### src/rtl/text_ctrl_pkg.sv
// Shared types and constants for the text buffer controller.
// TEXT_BUFFER_CTRL_LINE_CLEAR_EN adds the CLEAR_LINE state.
package text_ctrl_pkg;

  localparam int unsigned X_W = 7;
  localparam int unsigned Y_W = 5;

  localparam logic [7:0] ASCII_BS       = 8'h08;
  localparam logic [7:0] ASCII_LF       = 8'h0A;
  localparam logic [7:0] ASCII_FF       = 8'h0C;
  localparam logic [7:0] ASCII_CR       = 8'h0D;
  localparam logic [7:0] ASCII_SPACE    = 8'h20;
  localparam logic [7:0] ASCII_PRINT_LO = 8'h20;
  localparam logic [7:0] ASCII_PRINT_HI = 8'h7E;

`ifdef TEXT_BUFFER_CTRL_LINE_CLEAR_EN
  typedef enum logic [1:0] {
    CLEAR_ALL  = 2'd0,
    IDLE       = 2'd1,
    CLEAR_LINE = 2'd2
  } state_t;
`else
  typedef enum logic [1:0] {
    CLEAR_ALL = 2'd0,
    IDLE      = 2'd1
  } state_t;
`endif

  function automatic logic is_printable(input logic [7:0] c);
    return (c >= ASCII_PRINT_LO) && (c <= ASCII_PRINT_HI);
  endfunction

  // Row advance wraps to the top; there is no scrolling.
  function automatic logic [Y_W-1:0] row_inc(input logic [Y_W-1:0] y,
                                             input int unsigned rows);
    return (32'(y) == rows - 1) ? '0 : y + 1'b1;
  endfunction

endpackage

### src/rtl/text_buffer_ctrl_if.sv
// Key handshake, write port and status signals of the text buffer controller.
interface text_buffer_ctrl_if;
  import text_ctrl_pkg::*;

  logic           key_valid;
  logic           key_ready;
  logic [7:0]     key_code;
  logic           clear_req;
  logic           wr_en;
  logic [X_W-1:0] wr_x;
  logic [Y_W-1:0] wr_y;
  logic [7:0]     wr_data;
  logic [X_W-1:0] cursor_x;
  logic [Y_W-1:0] cursor_y;
  logic           busy;

  modport master (
    output key_valid, key_code, clear_req,
    input  key_ready, wr_en, wr_x, wr_y, wr_data, cursor_x, cursor_y, busy
  );

  modport slave (
    input  key_valid, key_code, clear_req,
    output key_ready, wr_en, wr_x, wr_y, wr_data, cursor_x, cursor_y, busy
  );
endinterface

### src/rtl/text_clear_sweep.sv
// x/y cell sweep counter shared by full-screen and single-row clears.
module text_clear_sweep
  import text_ctrl_pkg::*;
#(
  parameter int unsigned COLS = 80,
  parameter int unsigned ROWS = 25
) (
  input  logic           clk,
  input  logic           reset,
  input  logic           load,
  input  logic [Y_W-1:0] load_y,
  input  logic           advance,
  input  logic           full,
  output logic [X_W-1:0] x,
  output logic [Y_W-1:0] y,
  output logic           done
);

  localparam logic [X_W-1:0] X_LAST = X_W'(COLS - 1);
  localparam logic [Y_W-1:0] Y_LAST = Y_W'(ROWS - 1);

  logic x_last;
  logic y_last;

  assign x_last = (x == X_LAST);
  assign y_last = (y == Y_LAST);
  assign done   = advance && x_last && (y_last || !full);

  always_ff @(posedge clk or posedge reset) begin
    if (reset) begin
      x <= '0;
      y <= '0;
    end else if (load) begin
      x <= '0;
      y <= load_y;
    end else if (advance) begin
      if (x_last) begin
        x <= '0;
        y <= y_last ? '0 : y + 1'b1;
      end else begin
        x <= x + 1'b1;
      end
    end
  end

endmodule

### src/rtl/text_buffer_ctrl.sv
// Key sequencer and sole write-port driver for the 80x25 character buffer.
// TEXT_BUFFER_CTRL_LINE_CLEAR_EN: blank each new row on a row advance.
module text_buffer_ctrl
  import text_ctrl_pkg::*;
#(
  parameter int unsigned COLS = 80,
  parameter int unsigned ROWS = 25,
  parameter logic [7:0]  FILL = 8'h20
) (
  input  logic               clk,
  input  logic               reset,
  text_buffer_ctrl_if.slave  bus
);

  localparam logic [X_W-1:0] X_LAST = X_W'(COLS - 1);

  state_t         state, state_n;
  logic [X_W-1:0] cur_x, cur_x_n;
  logic [Y_W-1:0] cur_y, cur_y_n;
  logic           wr_en_q, wr_en_n;
  logic [X_W-1:0] wr_x_q, wr_x_n;
  logic [Y_W-1:0] wr_y_q, wr_y_n;
  logic [7:0]     wr_data_q, wr_data_n;

  logic           sw_load;
  logic [Y_W-1:0] sw_load_y;
  logic           sw_adv;
  logic           sw_full;
  logic [X_W-1:0] sw_x;
  logic [Y_W-1:0] sw_y;
  logic           sw_done;

`ifdef TEXT_BUFFER_CTRL_LINE_CLEAR_EN
  logic           row_adv;
`endif

  assign sw_full = (state == CLEAR_ALL);

  text_clear_sweep #(
    .COLS (COLS),
    .ROWS (ROWS)
  ) u_sweep (
    .clk     (clk),
    .reset   (reset),
    .load    (sw_load),
    .load_y  (sw_load_y),
    .advance (sw_adv),
    .full    (sw_full),
    .x       (sw_x),
    .y       (sw_y),
    .done    (sw_done)
  );

  assign bus.key_ready = (state == IDLE) && !bus.clear_req;
  assign bus.wr_en     = wr_en_q;
  assign bus.wr_x      = wr_x_q;
  assign bus.wr_y      = wr_y_q;
  assign bus.wr_data   = wr_data_q;
  assign bus.cursor_x  = cur_x;
  assign bus.cursor_y  = cur_y;
  assign bus.busy      = (state != IDLE);

  always_ff @(posedge clk or posedge reset) begin
    if (reset) begin
      state     <= CLEAR_ALL;
      cur_x     <= '0;
      cur_y     <= '0;
      wr_en_q   <= 1'b0;
      wr_x_q    <= '0;
      wr_y_q    <= '0;
      wr_data_q <= FILL;
    end else begin
      state     <= state_n;
      cur_x     <= cur_x_n;
      cur_y     <= cur_y_n;
      wr_en_q   <= wr_en_n;
      wr_x_q    <= wr_x_n;
      wr_y_q    <= wr_y_n;
      wr_data_q <= wr_data_n;
    end
  end

  always_comb begin
    state_n   = state;
    cur_x_n   = cur_x;
    cur_y_n   = cur_y;
    wr_en_n   = 1'b0;
    wr_x_n    = wr_x_q;
    wr_y_n    = wr_y_q;
    wr_data_n = wr_data_q;
    sw_load   = 1'b0;
    sw_load_y = '0;
    sw_adv    = 1'b0;
`ifdef TEXT_BUFFER_CTRL_LINE_CLEAR_EN
    row_adv   = 1'b0;
`endif

    case (state)
      CLEAR_ALL: begin
        sw_adv    = 1'b1;
        wr_en_n   = 1'b1;
        wr_x_n    = sw_x;
        wr_y_n    = sw_y;
        wr_data_n = FILL;
        cur_x_n   = '0;
        cur_y_n   = '0;
        if (sw_done) state_n = IDLE;
      end

      IDLE: begin
        if (bus.clear_req) begin
          state_n = CLEAR_ALL;
          sw_load = 1'b1;
          cur_x_n = '0;
          cur_y_n = '0;
        end else if (bus.key_valid) begin
          if (is_printable(bus.key_code)) begin
            wr_en_n   = 1'b1;
            wr_x_n    = cur_x;
            wr_y_n    = cur_y;
            wr_data_n = bus.key_code;
            if (cur_x == X_LAST) begin
              cur_x_n = '0;
              cur_y_n = row_inc(cur_y, ROWS);
`ifdef TEXT_BUFFER_CTRL_LINE_CLEAR_EN
              row_adv = 1'b1;
`endif
            end else begin
              cur_x_n = cur_x + 1'b1;
            end
          end else if (bus.key_code == ASCII_LF || bus.key_code == ASCII_CR) begin
            cur_x_n = '0;
            cur_y_n = row_inc(cur_y, ROWS);
`ifdef TEXT_BUFFER_CTRL_LINE_CLEAR_EN
            row_adv = 1'b1;
`endif
          end else if (bus.key_code == ASCII_BS) begin
            if (cur_x != '0) begin
              cur_x_n   = cur_x - 1'b1;
              wr_en_n   = 1'b1;
              wr_x_n    = cur_x - 1'b1;
              wr_y_n    = cur_y;
              wr_data_n = FILL;
            end else if (cur_y != '0) begin
              cur_x_n   = X_LAST;
              cur_y_n   = cur_y - 1'b1;
              wr_en_n   = 1'b1;
              wr_x_n    = X_LAST;
              wr_y_n    = cur_y - 1'b1;
              wr_data_n = FILL;
            end
          end else if (bus.key_code == ASCII_FF) begin
            state_n = CLEAR_ALL;
            sw_load = 1'b1;
            cur_x_n = '0;
            cur_y_n = '0;
          end
        end
      end

`ifdef TEXT_BUFFER_CTRL_LINE_CLEAR_EN
      CLEAR_LINE: begin
        sw_adv    = 1'b1;
        wr_en_n   = 1'b1;
        wr_x_n    = sw_x;
        wr_y_n    = sw_y;
        wr_data_n = FILL;
        if (sw_done) state_n = IDLE;
      end
`endif

      default: state_n = CLEAR_ALL;
    endcase

`ifdef TEXT_BUFFER_CTRL_LINE_CLEAR_EN
    // The sweep is loaded on the same edge that commits the key's own write.
    if (row_adv) begin
      state_n   = CLEAR_LINE;
      sw_load   = 1'b1;
      sw_load_y = cur_y_n;
    end
`endif
  end

endmodule

### src/flat_wrapper.sv
// flat-port wrapper written by rule: the top's interface ports become plain ports
module text_buffer_ctrl_flat import text_ctrl_pkg::*;
#(
  parameter int unsigned COLS = 80,
  parameter int unsigned ROWS = 25,
  parameter logic [7:0]  FILL = 8'h20
)
  (clk, reset, bus_key_valid, bus_key_code, bus_clear_req, bus_key_ready, bus_wr_en, bus_wr_x, bus_wr_y, bus_wr_data, bus_cursor_x, bus_cursor_y, bus_busy);
  text_buffer_ctrl_if bus_i ();
  input  logic clk;
  input  logic reset;
  input wire logic [$bits(bus_i.key_valid)-1:0] bus_key_valid;
  input wire logic [$bits(bus_i.key_code)-1:0] bus_key_code;
  input wire logic [$bits(bus_i.clear_req)-1:0] bus_clear_req;
  output wire logic [$bits(bus_i.key_ready)-1:0] bus_key_ready;
  output wire logic [$bits(bus_i.wr_en)-1:0] bus_wr_en;
  output wire logic [$bits(bus_i.wr_x)-1:0] bus_wr_x;
  output wire logic [$bits(bus_i.wr_y)-1:0] bus_wr_y;
  output wire logic [$bits(bus_i.wr_data)-1:0] bus_wr_data;
  output wire logic [$bits(bus_i.cursor_x)-1:0] bus_cursor_x;
  output wire logic [$bits(bus_i.cursor_y)-1:0] bus_cursor_y;
  output wire logic [$bits(bus_i.busy)-1:0] bus_busy;
  assign bus_i.key_valid = bus_key_valid;
  assign bus_i.key_code = bus_key_code;
  assign bus_i.clear_req = bus_clear_req;
  assign bus_key_ready = bus_i.key_ready;
  assign bus_wr_en = bus_i.wr_en;
  assign bus_wr_x = bus_i.wr_x;
  assign bus_wr_y = bus_i.wr_y;
  assign bus_wr_data = bus_i.wr_data;
  assign bus_cursor_x = bus_i.cursor_x;
  assign bus_cursor_y = bus_i.cursor_y;
  assign bus_busy = bus_i.busy;
  text_buffer_ctrl #(.COLS(COLS), .ROWS(ROWS), .FILL(FILL)) u_core (.clk(clk), .reset(reset), .bus(bus_i));
endmodule
### config.mk
export PLATFORM = sky130hd
export DESIGN_NAME = text_buffer_ctrl_flat
export DESIGN_NICKNAME = d
export VERILOG_FILES = /design/src/rtl/text_ctrl_pkg.sv /design/src/rtl/text_buffer_ctrl_if.sv /design/src/rtl/text_clear_sweep.sv /design/src/rtl/text_buffer_ctrl.sv /design/src/flat_wrapper.sv
export SDC_FILE = /design/constraint.sdc
export NUM_CORES = 1
export LEC_CHECK = 0
export BUFFER_PORTS_ARGS = -buffer_cell sky130_fd_sc_hd__buf_2
export CAP_MARGIN = 30
export CORE_MARGIN = 10
export CORE_UTILIZATION = 50
export DETAILED_ROUTE_END_ITERATION = 10
export GPL_TIMING_DRIVEN = 0
export PLACE_DENSITY = 0.73
export SETUP_SLACK_MARGIN = 0.3
export SLEW_MARGIN = 20
export SYNTH_ARGS = -nofsm -noshare
export SYNTH_HDL_FRONTEND = slang
export SYNTH_SLANG_ARGS = --single-unit
### constraint.sdc
create_clock -name clk -period 4.2 [get_ports clk]
set_clock_uncertainty 0.15 [all_clocks]
set_input_delay 0.84 -clock clk [delete_from_list [all_inputs] [get_ports clk]]
set_output_delay 0.84 -clock clk [all_outputs]
set_load 0.01 [all_outputs]
==> out/metrics.cfg <==
[outcome]
status=finished clean

[grt]
grt_pass1_wl_um=14680
grt_pass1_vias=2894
grtUsageMet3_pct=4.609
grt.overflow.total=0
grt_max_degree=33
use_met1_pct=23.46
antenna_found_initial=0
grt_usage_pct=17.60
grt.busiest_layer=met2
grt_use_met2_pct=27.40

[job]
maxCapViolCount=0

[synthesis]
synthArstFlopShare_pct=100.0
ys_ff_latch=46
yosys.area_share.adder_pct=3.619
yosysUniqueCellTypes=70
netlist_top_cells_area=dfrtp_1 36%, o21ai_0 6.1%, ha_1 3.6%
synth_mux_area_share_pct=3.136
synth_warnings=0
syn_area_mm2=0.003112
synth_top_area_share_pct=36.19
synth_edf_count=0
synthSimpleGateAreaFrac_pct=22.60
synth_top_family_by_area=compound AO/OA/AOI/OAI gates
ys_seq_area_share_pct=37.03
synth_compound_area_share_pct=27.99
synth.largest_area_cell=dfrtp_1
synth_xor_area_share_pct=0.5629
syn_avg_cell_area_um2=8.865
ys.flop_type=dfrtp_1
syn_nets=372
syn_inst=351

[finish]
final_cell_mix=48 x buf_2, 45 x dfrtp_1, 38 x o21ai_0, 22 x nand3_1, 22 x nand2_1
fillers=524
multi_input_area_mm2=0.001802
syn2layout_area_growth_pct=14.44
fin_cells=480
seq_area_mm2=0.001152
num_antenna_cells=0
final_common_cell=buf_2
finish.utilization_pct=59.44
fin_area_mm2=0.003561
fin_nets=425
drive_gt1_share_pct=19.01

[sta]
period_needed_ps=3080
worst_pin_slew_ps=863.5
tns_ps=0
hold_viol_final=0
setup_violations=0
period_share_pct=73.34
slew_viol_final=0
max_freq_mhz=324.7
rsz0062_at_grt=false
slew_headroom_pct=42.16

[setup_path]
critPathSlowestCell=o21ai_0
path_class=primary input to flip-flop
r2r_start=u_core.bus.cursor_x[0]
cp_data_arrival_time_ps=3170
critPathMaxStageDelay_ps=520
cp.required_ps=4290
crit_top_cell=clkbuf_1
critPathCaptureType=flip-flop
reg2reg_slack_ps=1420
critical_path.max_fanout=10
rr_worst_depth=8
rr_endpoint=u_core.bus.wr_x[1]
start_kind=primary input
path_cells=clkbuf_1 > nand3_1 > o21ai_0 > clkbuf_1 > nand2_1 > a31oi_1 > a22o_1

[placement]
placed_cells=472
portBuffers=45
gp_congestion=0.9435
dp_hpwl_um=6626
postPlaceCellArea_mm2=0.003451

[power]
switching_share_pct=32.47
power_frac_comb_pct=27.1
seqPwrFrac_pct=48.1
clockPowerShare_pct=24.8
power_switching_mw=0.4379
cellLeakagePower_nw=1.567
ir_drop_mv=0.2498
p_per_area_mw_per_mm2=378.7
internal-power_mw=0.9106

[drt]
antenna_left=0
vias_per_cell=6.465
drt_iter0_markers=239
drt-total-wl_um=8854
via_count=3103
dr.pass1.iters=5
wl_per_cell_um=18.45
drc=0

[cts]
clockBufferDepth=2
hold_buffers=0
cts_resized=0
cts.reportedPaths.clkPinSlew_ps=90
post_cts_buffers=0
cts-htree-levels=2
cts_made_buffers=5
clk_latency_ps=310
cts-root-buf=clkbuf_8
cts_tree=yes
cts_sinks=46

[floorplanning]
core.rowCount=28
core_mm2=0.005991
die_w_um=98.89
initial_core_util_pct=51.94
die-area_mm2=0.009779
boundaryPins=47
fp.dieH_um=98.89

[min_path]
holdCritPathClass=primary input to async pin

==> per-layer routing <==
layer | vias to the layer above | part of all wire (%) | wire length, µm
li1 | 1440 | - | -
met1 | 1518 | 45 | 3968
met5 | - | 0 | 0
met2 | 130 | 46 | 4086
met3 | 15 | 7.2 | 640
met4 | 0 | 1.8 | 159
==> stage by stage <==
step,hold WS (ps),power [mW],setup WS (ps)
5_1_grt,359.9,1.435,947.5
4_1_cts,350.3,1.357,1212
3_5_place_dp,326.9,1.027,912.8
2_1_floorplan,317.7,0.8895,1540
3_3_place_gp,315.9,1.009,863.4
6_report,344.6,1.348,1120
==> registers in the layout, indices dropped and copies added, names as in the netlist <==
signal,flops
u_core.bus.cursor_y,5
u_core.bus.wr_y,5
u_core.u_sweep.y,5
u_core.u_sweep.x,7
u_core.bus.wr_x,7
u_core.state,1
u_core.bus.wr_en,1
u_core.bus.cursor_x,7
u_core.bus.wr_data,8
==> critical path: cells and delay by family <==
family / cells / cell delay, ps
buffers and inverters: 2 / 700
AOI/OAI and AO/OA: 3 / 1210
and+or+nand+nor: 2 / 420
==> power by group through the flow <==
stage	registers, mW	clock network [mW]	logic (mW)
2_1_floorplan	0.658	0	0.232
3_3_place_gp	0.651	0	0.358
3_5_place_dp	0.656	0	0.371
4_1_cts	0.647	0.338	0.371
5_1_grt	0.665	0.356	0.415
6_report	0.649	0.334	0.366
==> final cells by class <==
cell class | instances | share of cell area [%]
Sequential cell | 46 | 32.36
Inverter | 17 | 1.792
Tap cell | 75 | 2.635
Multi-Input combinational cell | 266 | 50.60
Timing Repair Buffer | 46 | 6.887
Buffer | 22 | 2.635
Clock buffer | 6 | 2.038
Clock inverter | 2 | 1.054
==> cells in the mapped netlist (all sizes together), types with 5 or more instances <==
cell     n
and2     6
inv     16
a221o    5
nand2b   7
clkbuf  18
a31oi    7
nand3   22
a21oi   10
nand2   22
ha       9
o21ai   38
dfrtp   45
mux2     6
nor2    18
and3     8
a22o    12
nor2b    5
nor3     7
==> cells by family after synthesis <==
group | after synthesis
xor gates and xnor gates | 2
DFF | 46
and+or+nand+nor | 123
AOI/OAI and AO/OA | 123
adders and majority gates | 9
muxes | 9
buffers and inverters | 39
==> how the worst max path moves through the flow <==
stage,start,endpoint,slack [ps],cells past startpoint
after global placement,bus_key_code[2],u_core.bus.cursor_x[2],860,7
after CTS,bus_key_code[2],u_core.bus.cursor_x[6],1210,7
after detailed placement,bus_key_code[2],u_core.bus.cursor_x[2],910,7
after floorplan,bus_key_code[2],u_core.bus.wr_y[4],1540,6
after global routing,bus_key_code[2],u_core.bus.cursor_x[1],950,7
final,bus_key_code[2],u_core.bus.cursor_x[6],1120,7
(Power assumes the default switching activity.)
